--- src/rtl/muldiv_pkg.sv ---
// Shared definitions for the iterative multiply/divide sequencer.
package muldiv_pkg;

  // Operation encodings as presented on the op port.
  typedef enum logic [1:0] {
    MD_MULTU = 2'b00,
    MD_MULT  = 2'b01,
    MD_DIVU  = 2'b10,
    MD_DIV   = 2'b11
  } md_op_e;

  // Sequencer states.
  typedef enum logic [1:0] {
    ST_IDLE = 2'b00,
    ST_CALC = 2'b01,
    ST_SIGN = 2'b10,
    ST_DONE = 2'b11
  } md_state_e;

  // One radix-2 step per operand bit.
  localparam int MD_STEPS = 32;

  function automatic logic md_is_div(input md_op_e op);
    return (op == MD_DIVU) || (op == MD_DIV);
  endfunction

  function automatic logic md_is_signed(input md_op_e op);
    return (op == MD_MULT) || (op == MD_DIV);
  endfunction

endpackage

--- src/rtl/muldiv_iter.sv ---
// Single radix-2 step: shift-add for multiply, restoring shift-subtract for divide.
module muldiv_iter
  import muldiv_pkg::*;
#(
  parameter int WIDTH = 32
) (
  input  logic [2*WIDTH-1:0] i_acc,
  input  logic [WIDTH-1:0]   i_opnd,
  input  logic               i_div,
  output logic [2*WIDTH-1:0] o_acc
);

  logic [WIDTH:0]   w_sum;
  logic [WIDTH:0]   w_rem;
  logic [WIDTH-1:0] w_diff;

  // Next accumulator value for the selected mode.
  always_comb begin
    // Multiply: add multiplicand to the upper half, keeping the carry for the shift.
    w_sum  = {1'b0, i_acc[2*WIDTH-1:WIDTH]} + {1'b0, i_opnd};
    // Divide: partial remainder after the left shift needs one extra bit.
    w_rem  = i_acc[2*WIDTH-1:WIDTH-1];
    // The difference always fits in WIDTH bits when it is taken.
    w_diff = w_rem[WIDTH-1:0] - i_opnd;
    o_acc  = i_acc;
    if (i_div) begin
      if (w_rem >= {1'b0, i_opnd}) begin
        o_acc = {w_diff, i_acc[WIDTH-2:0], 1'b1};
      end else begin
        o_acc = {w_rem[WIDTH-1:0], i_acc[WIDTH-2:0], 1'b0};
      end
    end else begin
      if (i_acc[0]) begin
        o_acc = {w_sum, i_acc[WIDTH-1:1]};
      end else begin
        o_acc = {1'b0, i_acc[2*WIDTH-1:1]};
      end
    end
  end

endmodule

--- src/rtl/muldiv_ctrl.sv ---
// Multiply/divide sequencer: FSM, step counter, sign handling and HI/LO registers.
module muldiv_ctrl
  import muldiv_pkg::*;
#(
  parameter int WIDTH = 32
) (
  input  logic             clk,
  input  logic             rst,
  input  logic             start,
  input  logic [1:0]       op,
  input  logic [WIDTH-1:0] src_a,
  input  logic [WIDTH-1:0] src_b,
  input  logic             wr_hi,
  input  logic             wr_lo,
  output logic             busy,
  output logic             done,
  output logic [WIDTH-1:0] hi,
  output logic [WIDTH-1:0] lo
);

  localparam int                CNT_W    = $clog2(MD_STEPS);
  localparam logic [CNT_W-1:0]  LAST_CNT = CNT_W'(MD_STEPS - 1);

  md_state_e          r_state;
  md_state_e          w_next_state;
  md_op_e             r_op;
  md_op_e             w_op_in;
  logic [CNT_W-1:0]   r_cnt;
  logic [2*WIDTH-1:0] r_acc;
  logic [2*WIDTH-1:0] w_acc_next;
  logic [WIDTH-1:0]   r_opnd;
  logic [WIDTH-1:0]   r_hi;
  logic [WIDTH-1:0]   r_lo;
  logic               r_neg_res;
  logic               r_neg_rem;
  logic               r_div0;
  logic               r_busy;
  logic               r_done;
  logic               w_in_signed;
  logic               w_in_div;
  logic               w_is_div;
  logic [WIDTH-1:0]   w_mag_a;
  logic [WIDTH-1:0]   w_mag_b;
  logic [2*WIDTH-1:0] w_prod;
  logic [WIDTH-1:0]   w_quot;
  logic [WIDTH-1:0]   w_rem;

  assign w_op_in     = md_op_e'(op);
  assign w_in_signed = md_is_signed(w_op_in);
  assign w_in_div    = md_is_div(w_op_in);
  assign w_is_div    = md_is_div(r_op);

  // Signed ops work on magnitudes; 0x80000000 stays 0x80000000 read as unsigned.
  assign w_mag_a = (w_in_signed && src_a[WIDTH-1]) ? -src_a : src_a;
  assign w_mag_b = (w_in_signed && src_b[WIDTH-1]) ? -src_b : src_b;

  // Sign fix-up applied in SIGN; a zero divisor forces an all-ones quotient.
  assign w_prod = r_neg_res ? -r_acc : r_acc;
  assign w_quot = r_div0 ? {WIDTH{1'b1}}
                : (r_neg_res ? -r_acc[WIDTH-1:0] : r_acc[WIDTH-1:0]);
  assign w_rem  = r_neg_rem ? -r_acc[2*WIDTH-1:WIDTH] : r_acc[2*WIDTH-1:WIDTH];

  muldiv_iter #(.WIDTH(WIDTH)) u_iter (
    .i_acc  (r_acc),
    .i_opnd (r_opnd),
    .i_div  (w_is_div),
    .o_acc  (w_acc_next)
  );

  // State register.
  always_ff @(posedge clk) begin
    if (rst) begin
      r_state <= ST_IDLE;
    end else begin
      r_state <= w_next_state;
    end
  end

  // Next-state logic: fixed IDLE -> CALC(32) -> SIGN -> DONE sequence.
  always_comb begin
    w_next_state = r_state;
    case (r_state)
      ST_IDLE: begin
        if (start) begin
          w_next_state = ST_CALC;
        end else begin
          w_next_state = ST_IDLE;
        end
      end
      ST_CALC: begin
        if (r_cnt == LAST_CNT) begin
          w_next_state = ST_SIGN;
        end else begin
          w_next_state = ST_CALC;
        end
      end
      ST_SIGN: w_next_state = ST_DONE;
      ST_DONE: w_next_state = ST_IDLE;
      default: w_next_state = ST_IDLE;
    endcase
  end

  // Datapath: operand capture, iteration, result write-back and MTHI/MTLO.
  always_ff @(posedge clk) begin
    if (rst) begin
      r_op      <= MD_MULTU;
      r_cnt     <= {CNT_W{1'b0}};
      r_acc     <= {(2*WIDTH){1'b0}};
      r_opnd    <= {WIDTH{1'b0}};
      r_hi      <= {WIDTH{1'b0}};
      r_lo      <= {WIDTH{1'b0}};
      r_neg_res <= 1'b0;
      r_neg_rem <= 1'b0;
      r_div0    <= 1'b0;
      r_busy    <= 1'b0;
      r_done    <= 1'b0;
    end else begin
      r_busy <= (w_next_state != ST_IDLE);
      r_done <= (w_next_state == ST_DONE);
      case (r_state)
        ST_IDLE: begin
          if (start) begin
            r_op      <= w_op_in;
            r_cnt     <= {CNT_W{1'b0}};
            r_acc     <= w_in_div ? {{WIDTH{1'b0}}, w_mag_a} : {{WIDTH{1'b0}}, w_mag_b};
            r_opnd    <= w_in_div ? w_mag_b : w_mag_a;
            r_neg_res <= w_in_signed && (src_a[WIDTH-1] ^ src_b[WIDTH-1]);
            r_neg_rem <= w_in_signed && src_a[WIDTH-1];
            r_div0    <= w_in_div && (src_b == {WIDTH{1'b0}});
          end else begin
            if (wr_hi) begin
              r_hi <= src_a;
            end
            if (wr_lo) begin
              r_lo <= src_a;
            end
          end
        end
        ST_CALC: begin
          r_acc <= w_acc_next;
          r_cnt <= r_cnt + 1'b1;
        end
        ST_SIGN: begin
          if (w_is_div) begin
            r_hi <= w_rem;
            r_lo <= w_quot;
          end else begin
            r_hi <= w_prod[2*WIDTH-1:WIDTH];
            r_lo <= w_prod[WIDTH-1:0];
          end
        end
        ST_DONE: begin
          r_cnt <= {CNT_W{1'b0}};
        end
        default: begin
          r_cnt <= {CNT_W{1'b0}};
        end
      endcase
    end
  end

  assign busy = r_busy;
  assign done = r_done;
  assign hi   = r_hi;
  assign lo   = r_lo;

endmodule

--- config.mk ---
export PLATFORM = sky130hd
export DESIGN_NAME = muldiv_ctrl
export DESIGN_NICKNAME = d
export VERILOG_FILES = /design/src/rtl/muldiv_pkg.sv /design/src/rtl/muldiv_iter.sv /design/src/rtl/muldiv_ctrl.sv
export SDC_FILE = /design/constraint.sdc
export NUM_CORES = 1
export LEC_CHECK = 0
export CAP_MARGIN = 20
export CELL_PAD_IN_SITES_DETAIL_PLACEMENT = 1
export CELL_PAD_IN_SITES_GLOBAL_PLACEMENT = 2
export CORE_UTILIZATION = 37
export CTS_CLUSTER_DIAMETER = 60
export DETAILED_ROUTE_END_ITERATION = 10
export PLACE_DENSITY = 0.85
export SLEW_MARGIN = 20
export SYNTH_ARGS = -nofsm -noshare
export SYNTH_HDL_FRONTEND = slang
export SYNTH_SLANG_ARGS = --single-unit
--- constraint.sdc ---
create_clock -name clk -period 9.5 [get_ports clk]
set_clock_uncertainty 0.1 [all_clocks]
set_input_delay 2.375 -clock clk [delete_from_list [all_inputs] [get_ports clk]]
set_output_delay 2.375 -clock clk [all_outputs]
set_load 0.01 [all_outputs]
-- Word level (Yosys, flattened, before mapping)
Index checks and enable logic that the tools add are counted.
- bitwise gates (word level): 1
- add/subtract/negate cells: 8
- reductions and logical operators: 18
- mux-type cells: 26
- magnitude comparators: 1
- equal/unequal tests: 14
- operator list (cell ; count):
    32-bit 2-to-1 mux ; 13
    64-bit 2-to-1 mux ; 5
    32-bit negator ; 4
    32-bit one-hot mux with 2 select lines ; 2
    64-bit one-hot mux with 2 select lines ; 1
    64-bit negator ; 1
    32-bit by 32-bit adder with 33-bit output ; 1
    33-bit by 32-bit >= comparator with 1-bit output ; 1
    32-bit logical NOT ; 1
    32-bit subtractor ; 1
    5-bit one-hot mux with 3 select lines ; 1
    2-bit equality test, second input constant ; 7
    2-bit inequality test, second input constant ; 4
    2-bit one-hot mux with 4 select lines ; 1
    2-bit AND reduction ; 3
    3-bit AND reduction ; 2
    2-bit nonzero test ; 3
    5-bit by 1-bit adder with 5-bit output, second input constant ; 1
    5-bit equality test, second input constant ; 1
    5-bit 2-to-1 mux ; 1
    2-bit by 1-bit equality test with 1-bit output, second input constant ; 2
    1-bit logical AND ; 4
    1-bit logical OR ; 3
    3-bit nonzero test ; 1
    other kinds (4) ; 4
- output and inout port bits: 66
- input port bits: 71
- logic and storage cells: 80
- flip-flop bits (word level): 174

-- Longest topological paths before layout
- word-level depth: 7
- gate-level depth with buffers: 14
- gate-level depth less buffers: 13

-- Modules after synthesis
A second synthesis with hierarchy kept.
- cell total of the unflattened synthesis: 2083
- area, all modules: 15438.6 um^2
- by module, submodules not included (module ; times used ; cells an instance ; seq. area each (um^2) ; area an instance (um^2)):
    muldiv_ctrl ; 1 ; 1350 ; 3463.3 ; 10428.8
    muldiv_iter ; 1 ; 733 ; 0.0 ; 5009.8

-- Worst setup path after synthesis
Ideal clock, no wire load.
- kind: input-to-reg
- start point: input src_b[5]
- end point: register r_acc[29]
- library setup time: 0.086 ns
- path slack: 4.529 ns
- required time: 9.314 ns
- buffers on the path: 0
- stages on the path: 9
- arrival: 4.786 ns
- path through: or4_1 nor4b_1 and4b_1 and2_1 nand2_1 o31a_1 xor2_1 a31oi_1 a211oi_1
- longest elaborated chain between the ends: 5
- ends and longest elaborated chain (what ; line ; text):
    start: declaration ; muldiv_ctrl.sv:12 ; input logic [WIDTH-1:0] src_b,
    32-bit negator ; muldiv_ctrl.sv:55 ; assign w_mag_b = (w_in_signed && src_b[WIDTH-1]) ? -src_b : src_b;
    32-bit 2-to-1 mux ; muldiv_ctrl.sv:55 ;
    32-bit 2-to-1 mux ; muldiv_ctrl.sv:125 ; r_acc <= w_in_div ? {{WIDTH{1'b0}}, w_mag_a} : {{WIDTH{1'b0}}, w_mag_b};
    64-bit 2-to-1 mux ; muldiv_ctrl.sv:122 ; if (start) begin
    64-bit one-hot mux with 2 select lines ; muldiv_ctrl.sv:120 ; case (r_state)
    end signal: assignment ; muldiv_ctrl.sv:108 ; r_acc <= {(2*WIDTH){1'b0}};
    end signal: assignment ; muldiv_ctrl.sv:125 ;
    end signal: assignment ; muldiv_ctrl.sv:140 ; r_acc <= w_acc_next;
    end: declaration ; muldiv_ctrl.sv:29 ; logic [2*WIDTH-1:0] r_acc;
No other way between the ends. The select of a mux whose other input is x is not followed.
A chain may end at the register's enable or synchronous reset.

-- Worst setup path after layout
Ends and elaborated chain as after synthesis.

==> results_dict.tcl <==
set metrics [dict create \
    p_per_area_nw_per_um2 149 \
    arrival_ns 5.79 \
    critPathTopFamily "simple AND/OR/NAND/NOR gates" \
    core_um2 38700 \
    cts.path.max_buffers 2 \
    cts_root_buffer "clkbuf_16" \
    drt_iter0_markers 1367 \
    worstSkewPairLatency_ns 0.46 \
    post-dp-hpwl_mm 49.4 \
    finish.utilization_pct 43.3 \
    cts_tree "yes" \
    hold_path_class "flop to flop" \
    portBuffers 136 \
    syn_to_final_growth_pct 14.9 \
    synthTopCellsByCount "a21oi_1 (191), dfxtp_1 (173), nand2_1 (151)" \
    period_minus_slack_ns 5.51 \
    wire_per_inst_um 26.4 \
    ir_drop_mv 0.127 \
    cp_cell_sequence "clkdlybuf4s50_1 > or4_1 > nor4b_1 > and4b_1 > and2_1 > nand2_1 > o31a_1 > xor2_1 > a31oi_1 > a211oi_1" \
    critPathCaptureType "flop" \
    die_w_um 201 \
    die_y_um 201 \
    antenna_found_initial 1 \
    grt_start_max_net_pins 88 \
    first_global_vias 15399 \
    synth_top_area_share_pct 23.7 \
    synth_cells 1926 \
    yosysTopAreaCell "dfxtp_1" \
    cts_setup_buffers 0 \
    initial_core_util_pct 37.7 \
    synth_seq_area_share_pct 23.7 \
    fmax_ghz 0.181 \
    path_buf_inv 1 \
    drv_cap 0 \
    synth.most_common_cell "a21oi_1" \
    worstSetupPathType "input port to flop" \
    slowest_delay_ns 0.88 \
    leakage_nw 6.21 \
    clock-sinks 173 \
    status "finished clean" \
    vias_per_cell 6.35 \
    finalCritPeriodShare_pct 58.0 \
    overflow 0 \
    num_antenna_cells 0 \
    io_pins 137 \
    hold_viol 0 \
    synth_area_um2 14600 \
    h-tree-depth 4 \
    yosysWarnings 0 \
    fin_nets 2092 \
    synth_nets 2069 \
    ant_nets 0 \
    grt_pass1_wl_mm 98.5 \
    cts_buffers 17 \
    clk_pin_slew_ns 0.07 \
    synthArstFlopShare_pct 0 \
    cts_hold_buf 0 \
    crit_slowest_cell "nor4b_1" \
    met1_length_mm 29.2 \
    dieArea_um2 40200 \
    via_count 15741 \
    tightest_slew_ns 1.06 \
    setup_tns_ns 0 \
    highest_layer "met5" \
    synth_edf_count 0 \
    ys_types 81 \
    start_kind "input port" \
    cts_resized 0 \
    ys_seq_elements 173 \
    num_rows 72 \
    drc 0 \
    synth_top_flop_cell "dfxtp_1" \
    rsz0062_at_grt "false" \
    dr_wl_met3_mm 5.28 \
    grt_usage_pct 31.9 \
    relSlewSlack_pct 29.1 \
    routed_wl_mm 65.4 \
    setup_violations 0 \
    crit_required_ns 9.77 \
    avgSynthCellArea_um2 7.58 \
    layout-drive-gt1-share_pct 5.10 \
    dr_wl_met2_mm 28.9 \
    synthTopCellsByArea "dfxtp_1 (24%), xnor2_1 (6.7%), a21oi_1 (6.5%)" \
    place.gp.congestion 0.933 \
    crit_path_max_fanout 6 \
    drv_slew 0 \
    drtPass1Iterations 6 \
]
worst min-delay path: cells and delay by family, from the launching register on:
kind	cells	cell delay [ns]
DFF	1	0.34
AOI/OAI and AO/OA	1	0.05
and+or+nand+nor	1	0.07
path summary, 6_finish.rpt:
| path | start | to | slack, ns | depth (start not counted) |
|---|---|---|---|---|
| worst max-delay path | src_b[5] | r_acc[29] | 3.99 | 10 |
| worst min register to register | r_opnd[12] | r_opnd[12] | 0.40 | 2 |
| worst max register to register | r_acc[38] | r_acc[55] | 5.09 | 11 |
| worst min-delay path | r_opnd[12] | r_opnd[12] | 0.40 | 2 |
per-layer routing:
layer	track usage, %	vias up
met5	0	-
li1	-	7141
met4	10.1	2
met3	5.57	113
met2	49.5	626
met1	44.6	7859
cells in the final DEF (no fill, tap or decap), types with 30 or more instances in the layout:
cell type,instances
nand2_1,150
o21ai_0,115
xnor2_1,111
a21oi_1,190
mux2i_1,65
ha_1,70
nor3_1,30
inv_1,73
xor2_1,64
a31oi_1,30
a22oi_1,65
a21o_1,34
o22ai_1,35
dfxtp_1,171
a211oi_1,73
nor2_1,140
o211ai_1,34
clkdlybuf4s50_1,134
sequential cells by signal, indices dropped and copies added (netlist names):
register / cells
r_neg_res: 1
r_opnd: 32
r_state: 2
r_neg_rem: 1
hi: 32
busy: 1
r_acc: 64
done: 1
r_cnt: 5
r_div0: 1
r_op: 1
lo: 32
power breakdown:
group	switching (mW)	leakage (nW)	internal, mW
logic	0.538	4.50	0.332
registers	0.0823	1.41	0.771
clock network	0.351	0.295	0.420
total	0.971	6.21	1.52
through the flow:
step           hold slack, ns  setup slack (ns)  cell area (µm²)  power, mW  cells
2_1_floorplan           0.349              4.53            14600       1.40   1926
3_3_place_gp            0.379              3.71            16200       1.70   2448
3_5_place_dp            0.387              3.58            16200       1.72   2448
4_1_cts                 0.402              4.05            16800       2.48   2479
5_1_grt                 0.437              3.74            16800       2.59   2479
6_report                0.404              3.99            16800       2.49   2479
cell type report:
class                      count  area (µm²)
clock buffer                  18         429
clock inverter                13         179
fill                        4818       22000
inverter                      74         278
multi-input combinational   1524       10200
sequential                   173        3470
tap                          518         648
timing repair buffer         159        1530
logic make-up after synthesis:
group	count (synthesis)	synth area share [%]
adders and majority gates	72	6.28
muxes	73	5.08
xor gates and xnor gates	175	10.5
buffers and inverters	229	6.38
AOI/OAI and AO/OA	711	31.8
DFF	173	23.7
and+or+nand+nor	493	16.3
Note: power is estimated with default switching activity, not from simulation.
